## config.mk

```make
export PLATFORM = sky130hd
export DESIGN_NAME = wb_cfg_master
export DESIGN_NICKNAME = d
export VERILOG_FILES = /design/src/rtl/wb_cfg_master_pkg.sv /design/src/rtl/wb_cmd_fifo.sv /design/src/rtl/wb_cfg_master.sv
export SDC_FILE = /design/constraint.sdc
export NUM_CORES = 1
export LEC_CHECK = 0
export CAP_MARGIN = 30
export CORE_MARGIN = 1
export CORE_UTILIZATION = 51
export CTS_CLUSTER_DIAMETER = 50
export DETAILED_ROUTE_END_ITERATION = 10
export GPL_TIMING_DRIVEN = 0
export PLACE_DENSITY_LB_ADDON = 0.08
export SLEW_MARGIN = 25
export SYNTH_ARGS = -nofsm -noshare
export SYNTH_HDL_FRONTEND = slang
export SYNTH_HIERARCHICAL = 1
export SYNTH_SLANG_ARGS = --single-unit
```

## constraint.sdc

```tcl
create_clock -name wb_clk_i -period 5.8 [get_ports wb_clk_i]
set_input_delay 1.45 -clock wb_clk_i [delete_from_list [all_inputs] [get_ports wb_clk_i]]
set_output_delay 1.45 -clock wb_clk_i [all_outputs]
set_load 0.01 [all_outputs]
```

## src/rtl/wb_cfg_master_pkg.sv

```systemverilog
// Shared bus widths, FSM state type and command record for the Wishbone
// configuration master and its command FIFO.
package wb_cfg_master_pkg;

  localparam int WB_ADR_W = 32;
  localparam int WB_DAT_W = 32;
  localparam int WB_SEL_W = 4;

  typedef enum logic [1:0] {
    IDLE = 2'd0,
    BUS  = 2'd1,
    RSP  = 2'd2
  } state_e;

  // 1 + 4 + 32 + 32 = 69 bits
  typedef struct packed {
    logic                we;
    logic [WB_SEL_W-1:0] sel;
    logic [WB_ADR_W-1:0] adr;
    logic [WB_DAT_W-1:0] dat;
  } cmd_t;

endpackage

```

## src/rtl/wb_cmd_fifo.sv

```systemverilog
// Synchronous command FIFO; full/empty are decoded from the registered
// occupancy count so they carry no path from the pop side.
module wb_cmd_fifo
  import wb_cfg_master_pkg::*;
#(
  parameter int DEPTH = 2
) (
  input  logic clk_i,
  input  logic rst_ni,
  input  logic push_i,
  input  cmd_t data_i,
  input  logic pop_i,
  output cmd_t data_o,
  output logic full_o,
  output logic empty_o
);

  localparam int AW = $clog2(DEPTH);
  localparam int CW = AW + 1;

  cmd_t          mem_q [DEPTH];
  logic [AW-1:0] wr_ptr_q, wr_ptr_d;
  logic [AW-1:0] rd_ptr_q, rd_ptr_d;
  logic [CW-1:0] count_q, count_d;
  logic          push_s, pop_s;

  assign full_o  = (count_q == CW'(DEPTH));
  assign empty_o = (count_q == {CW{1'b0}});
  // A full FIFO refuses a push even when a pop happens on the same edge.
  assign push_s  = push_i & ~full_o;
  assign pop_s   = pop_i & ~empty_o;
  assign data_o  = mem_q[rd_ptr_q];

  always_comb begin
    wr_ptr_d = wr_ptr_q;
    rd_ptr_d = rd_ptr_q;
    count_d  = count_q;
    if (push_s) begin
      wr_ptr_d = wr_ptr_q + AW'(1);
    end else begin
      wr_ptr_d = wr_ptr_q;
    end
    if (pop_s) begin
      rd_ptr_d = rd_ptr_q + AW'(1);
    end else begin
      rd_ptr_d = rd_ptr_q;
    end
    case ({push_s, pop_s})
      2'b10:   count_d = count_q + CW'(1);
      2'b01:   count_d = count_q - CW'(1);
      default: count_d = count_q;
    endcase
  end

  always_ff @(posedge clk_i or negedge rst_ni) begin
    if (!rst_ni) begin
      wr_ptr_q <= {AW{1'b0}};
      rd_ptr_q <= {AW{1'b0}};
      count_q  <= {CW{1'b0}};
    end else begin
      wr_ptr_q <= wr_ptr_d;
      rd_ptr_q <= rd_ptr_d;
      count_q  <= count_d;
    end
  end

  always_ff @(posedge clk_i) begin
    if (push_s) begin
      mem_q[wr_ptr_q] <= data_i;
    end
  end

endmodule

```

## src/rtl/wb_cfg_master.sv

```systemverilog
// Wishbone classic initiator fed by a valid/ready command stream, one response
// per command. Define WB_TIMEOUT_EN to build the ack-timeout counter.
module wb_cfg_master
  import wb_cfg_master_pkg::*;
#(
  parameter int FIFO_DEPTH     = 2,
  parameter int TIMEOUT_CYCLES = 255
) (
  input  logic                wb_clk_i,
  input  logic                wb_rst_ni,
  input  logic                cmd_valid_i,
  output logic                cmd_ready_o,
  input  logic                cmd_we_i,
  input  logic [WB_ADR_W-1:0] cmd_adr_i,
  input  logic [WB_SEL_W-1:0] cmd_sel_i,
  input  logic [WB_DAT_W-1:0] cmd_dat_i,
  output logic                rsp_valid_o,
  input  logic                rsp_ready_i,
  output logic [WB_DAT_W-1:0] rsp_dat_o,
  output logic                rsp_err_o,
  output logic                wbm_cyc_o,
  output logic                wbm_stb_o,
  output logic                wbm_we_o,
  output logic [WB_SEL_W-1:0] wbm_sel_o,
  output logic [WB_ADR_W-1:0] wbm_adr_o,
  output logic [WB_DAT_W-1:0] wbm_dat_o,
  input  logic [WB_DAT_W-1:0] wbm_dat_i,
  input  logic                wbm_ack_i
);

  state_e              state_q, state_d;
  cmd_t                cmd_s, head_s;
  logic                fifo_full_s, fifo_empty_s, pop_s;
  logic                cyc_q, cyc_d;
  logic                we_q, we_d;
  logic [WB_SEL_W-1:0] sel_q, sel_d;
  logic [WB_ADR_W-1:0] adr_q, adr_d;
  logic [WB_DAT_W-1:0] dat_q, dat_d;
  logic                rsp_valid_q, rsp_valid_d;
  logic [WB_DAT_W-1:0] rsp_dat_q, rsp_dat_d;
`ifdef WB_TIMEOUT_EN
  logic                rsp_err_q, rsp_err_d;
  logic [15:0]         to_cnt_q, to_cnt_d;
  logic                timeout_s;

  assign timeout_s = (to_cnt_q == 16'(TIMEOUT_CYCLES));
`endif

  assign cmd_s = '{we: cmd_we_i, sel: cmd_sel_i, adr: cmd_adr_i, dat: cmd_dat_i};

  wb_cmd_fifo #(
    .DEPTH (FIFO_DEPTH)
  ) u_fifo (
    .clk_i   (wb_clk_i),
    .rst_ni  (wb_rst_ni),
    .push_i  (cmd_valid_i),
    .data_i  (cmd_s),
    .pop_i   (pop_s),
    .data_o  (head_s),
    .full_o  (fifo_full_s),
    .empty_o (fifo_empty_s)
  );

  assign cmd_ready_o = ~fifo_full_s;

  always_comb begin
    state_d     = state_q;
    pop_s       = 1'b0;
    cyc_d       = cyc_q;
    we_d        = we_q;
    sel_d       = sel_q;
    adr_d       = adr_q;
    dat_d       = dat_q;
    rsp_valid_d = rsp_valid_q;
    rsp_dat_d   = rsp_dat_q;
`ifdef WB_TIMEOUT_EN
    rsp_err_d   = rsp_err_q;
    to_cnt_d    = to_cnt_q;
`endif
    case (state_q)
      IDLE: begin
        if (!fifo_empty_s) begin
          pop_s   = 1'b1;
          cyc_d   = 1'b1;
          we_d    = head_s.we;
          sel_d   = head_s.sel;
          adr_d   = head_s.adr;
          dat_d   = head_s.dat;
`ifdef WB_TIMEOUT_EN
          to_cnt_d = 16'd0;
`endif
          state_d = BUS;
        end else begin
          state_d = IDLE;
        end
      end
      BUS: begin
        // Ack takes priority over a timeout expiring on the same edge.
        if (wbm_ack_i) begin
          cyc_d       = 1'b0;
          rsp_valid_d = 1'b1;
          rsp_dat_d   = we_q ? {WB_DAT_W{1'b0}} : wbm_dat_i;
`ifdef WB_TIMEOUT_EN
          rsp_err_d   = 1'b0;
`endif
          state_d     = RSP;
        end
`ifdef WB_TIMEOUT_EN
        else if (timeout_s) begin
          cyc_d       = 1'b0;
          rsp_valid_d = 1'b1;
          rsp_dat_d   = {WB_DAT_W{1'b0}};
          rsp_err_d   = 1'b1;
          state_d     = RSP;
        end else begin
          to_cnt_d = to_cnt_q + 16'd1;
          state_d  = BUS;
        end
`else
        else begin
          state_d = BUS;
        end
`endif
      end
      RSP: begin
        if (rsp_ready_i) begin
          rsp_valid_d = 1'b0;
          state_d     = IDLE;
        end else begin
          state_d = RSP;
        end
      end
      default: begin
        state_d = IDLE;
      end
    endcase
  end

  always_ff @(posedge wb_clk_i or negedge wb_rst_ni) begin
    if (!wb_rst_ni) begin
      state_q     <= IDLE;
      cyc_q       <= 1'b0;
      we_q        <= 1'b0;
      sel_q       <= {WB_SEL_W{1'b0}};
      adr_q       <= {WB_ADR_W{1'b0}};
      dat_q       <= {WB_DAT_W{1'b0}};
      rsp_valid_q <= 1'b0;
      rsp_dat_q   <= {WB_DAT_W{1'b0}};
`ifdef WB_TIMEOUT_EN
      rsp_err_q   <= 1'b0;
      to_cnt_q    <= 16'd0;
`endif
    end else begin
      state_q     <= state_d;
      cyc_q       <= cyc_d;
      we_q        <= we_d;
      sel_q       <= sel_d;
      adr_q       <= adr_d;
      dat_q       <= dat_d;
      rsp_valid_q <= rsp_valid_d;
      rsp_dat_q   <= rsp_dat_d;
`ifdef WB_TIMEOUT_EN
      rsp_err_q   <= rsp_err_d;
      to_cnt_q    <= to_cnt_d;
`endif
    end
  end

  assign wbm_cyc_o   = cyc_q;
  assign wbm_stb_o   = cyc_q;
  assign wbm_we_o    = we_q;
  assign wbm_sel_o   = sel_q;
  assign wbm_adr_o   = adr_q;
  assign wbm_dat_o   = dat_q;
  assign rsp_valid_o = rsp_valid_q;
  assign rsp_dat_o   = rsp_dat_q;
`ifdef WB_TIMEOUT_EN
  assign rsp_err_o   = rsp_err_q;
`else
  assign rsp_err_o   = 1'b0;
`endif

endmodule
```

==> key figures <==
Timing
  • Final worst path period share: 0.556
  • Minimum clock period: 3.22 ns
  • Worst Tran Pin Value: 0.565 ns
  • Rel. slew slack: 0.622
  • Min Hold Slack: between 0.4 and 0.5 ns
  • Fmax: 310 MHz
  • Final Skew: 0.0105 ns
  • Pins Over Slew Limit: 0
  • Final hold violations: 0
  • # setup viols final: 0
  • RSZ-0062 raised after global routing: no

Min path
  • Hold_sp: rsp_dat_o[17]
  • Worst Hold End: rsp_dat_o[17]
  • Hold Crit Depth: 2
  • Worst hold path class: reg -> reg

Yosys
  • Post-synth cell types: 28
  • Largest cells by area after synthesis: edfxtp_1, dfrtp_1, mux2_4
  • Top-area cell type share of the netlist area: 0.429
  • Ys flop type: edfxtp_1
  • Post-synth ARST share: 0.441
  • Dominant cell type by area after synthesis: edfxtp_1
  • Most numerous cell in the Yosys netlist: edfxtp_1
  • Synth top cells by count: edfxtp_1, dfrtp_1, mux2_4, mux2_2, nand2_1
  • Seq/Total Area, Yosys: 0.712
  • Cell area after synthesis: 9660 µm²
  • Synth warn: 6
  • Syn_nets: 647
  • Synthesized flop and latch total: ~250
  • Mapped Cells: 540
  • Post-synth EDFFs: approximately 140
  • Mean area per synthesized cell: ~18 µm²

Clock network
  • Max H-tree Level: 1
  • Clock sinks: 247
  • Root buffer cell: clkbuf_16
  • Worst-skew pair later-pin latency: 0.52 ns
  • Reg clk slew, reported paths: 0.06 ns
  • CTS Hold Bufs: 0
  • TritonCTS clock tree: yes
  • CTS Buf Count: 27
  • Post-CTS sizing: 0
  • Post-CTS Repair Setup Buffers: 0
  • Deepest clock path buffer count: 3

Power
  • Leak pwr: just over 5 nW
  • Max VDD drop: 0.000356 V
  • Total power: 7.15 mW
  • Power Dens Cells: 549 nW/µm²

Route
  • Routed Antenna Nets: 0
  • DRC viols: 0
  • Vias: 5300
  • Initial drt markers: 191
  • Via/cell ratio: 5.13
  • Avg WL per Cell: 18.3 µm
  • Routed wire length: 18900 µm
  • Drt first pass iters: 4

Placed design
  • I/O Buffers: 210
  • Placer Congestion: 0.790
  • Placed wire-length estimate: 12800 µm

GRT
  • Global-route wire length before repair: approximately 30000 µm
  • Grt total ovfl: 0
  • Vias in the first global route: 5700
  • Largest net degree at the start of global routing: 61
  • Initial antenna violation count: 0
  • All-layer global routing usage: 0.200

Layout
  • Layout area overhead: 34.8%
  • Layout cells sized above 1: 0.219
  • Post-layout net count: 891
  • Ant. Diodes: 0

Die
  • Die area: approximately 19000 µm²
  • Die height: 140 µm
  • Initial Util: 0.529
  • IO Pins: between 200 and 250
  • Die Wd: 140 µm
  • Row cnt: 49
  • Core Area: 18300 µm²

Setup path
  • R2R Setup Slk: 3.63 ns
  • Critical path required time: 4.35 ns
  • Critical path class: reg -> out
  • Reg2Reg Depth: 7
  • Crit path max fanout: 4
  • Data arrival, critical path: roughly 1.8 ns
  • Worst Setup End Kind: output pin
  • R2r endpoint: u_fifo/count_q[1]
  • Setup crit start kind: register
  • Reg2reg start: u_fifo/count_q[0]

Status
  • Status: complete, no violations

Job
  • Max-cap violations: 0
layout by cell type (no fill, tap or decap):
| master | instances |
|---|---|
| nor2_1 | 5 |
| buf_4 | 2 |
| xor2_1 | 2 |
| buf_6 | 10 |
| clkbuf_8 | 4 |
| nand2_1 | 34 |
| clkinvlp_4 | 1 |
| mux2_2 | 38 |
| ha_1 | 1 |
| edfxtp_1 | 138 |
| dfrtp_1 | 109 |
| inv_1 | 4 |
| conb_1 | 1 |
| a211oi_1 | 1 |
| buf_2 | 5 |
| clkbuf_1 | 17 |
| clkinv_4 | 2 |
| xnor2_1 | 3 |
| a21oi_1 | 3 |
| nor2b_2 | 1 |
| clkinv_2 | 1 |
| nor2b_1 | 1 |
| mux2_4 | 69 |
| clkbuf_16 | 27 |
| clkinv_1 | 1 |
| o21ai_0 | 33 |
| mux2_1 | 31 |
| buf_12 | 7 |
| nor2_4 | 1 |
| buf_16 | 5 |
| nor3_4 | 1 |
| o31ai_1 | 1 |
| inv_6 | 1 |
| clkdlybuf4s50_1 | 209 |
| nand3b_1 | 1 |
| and3_4 | 1 |
| buf_1 | 1 |
| nand2b_1 | 33 |
logic make-up after synthesis:
| group | share of synthesized area |
|---|---|
| mux | 0.188 |
| fa+ha+maj | 0.00130 |
| xor+xnor | 0.00454 |
| compound gates | 0.0202 |
| other cells | 0.000388 |
| simple gates | 0.0416 |
| flops | 0.712 |
| buf+inv | 0.0326 |
layout make-up:
cell class / instances / area (µm²)
well taps: 229 / 287
plain buffers: 28 / 300
flip-flops and latches: 247 / 6870
fillers: 1206 / 5250
inverters: 4 / 15.0
repair buffers: 215 / 2240
multi-input cells: 261 / 2480
clock buffers: 44 / 779
clock inverters: 6 / 42.5
through the flow:
| stage | utilization | area (µm²) | TNS [ns] | instances | worst slack (ns) |
|---|---|---|---|---|---|
| floorplan | - | 9660 | 0 | 540 | 0.878 |
| global placement | 0.659 | 12000 | -252.52 | 979 | -1.65 |
| detailed placement | 0.668 | 12200 | 0 | 984 | 2.46 |
| CTS | 0.713 | 13000 | 0 | 1034 | 2.55 |
| global route | 0.713 | 13000 | 0 | 1034 | 2.50 |
| finish | 0.713 | 13000 | 0 | 1034 | 2.58 |
how the worst max path moves through the flow:
stage	start	to	slack [ns]	cells past startpoint
2_1_floorplan	cmd_valid_i	u_fifo/mem_q[0][0]	0.88	2
3_3_place_gp	cmd_valid_i	u_fifo/mem_q[0][9]	-1.65	3
3_5_place_dp	cmd_valid_i	u_fifo/mem_q[0][9]	2.46	5
4_1_cts	u_fifo/count_q[0]	cmd_ready_o	2.55	4
5_1_grt	u_fifo/count_q[0]	cmd_ready_o	2.50	4
6_report	u_fifo/count_q[0]	cmd_ready_o	2.58	4
registers in the layout, summed over array words and instances (netlist names), 2 cells and up:
signal          cells
u_fifo/count_q      2
u_fifo/mem_q      138
wbm_dat_o          32
wbm_sel_o           4
rsp_dat_o          32
wbm_adr_o          32
state_q             2
layer usage:
metal / track usage / share of wire
met5: 0 / 0
met4: 0.0555 / 0.019
met3: 0.0454 / 0.068
met2: 0.359 / 0.51
met1: 0.242 / 0.40
report_power, final:
part / switching, mW / leakage, nW / internal (mW) / total, mW
logic: 1.16 / 2.12 / 1.67 / 2.83
registers: 0.263 / 2.60 / 2.50 / 2.76
clock network: 0.636 / 0.395 / 0.917 / 1.55
critical path, cell delays in order, from the launching register on:
cell	delay [ns]
dfrtp_1	0.41
nand2b_1	0.17
inv_1	0.05
inv_1	0.07
clkdlybuf4s50_1	0.54
Note: power is estimated with default switching activity, not from simulation.
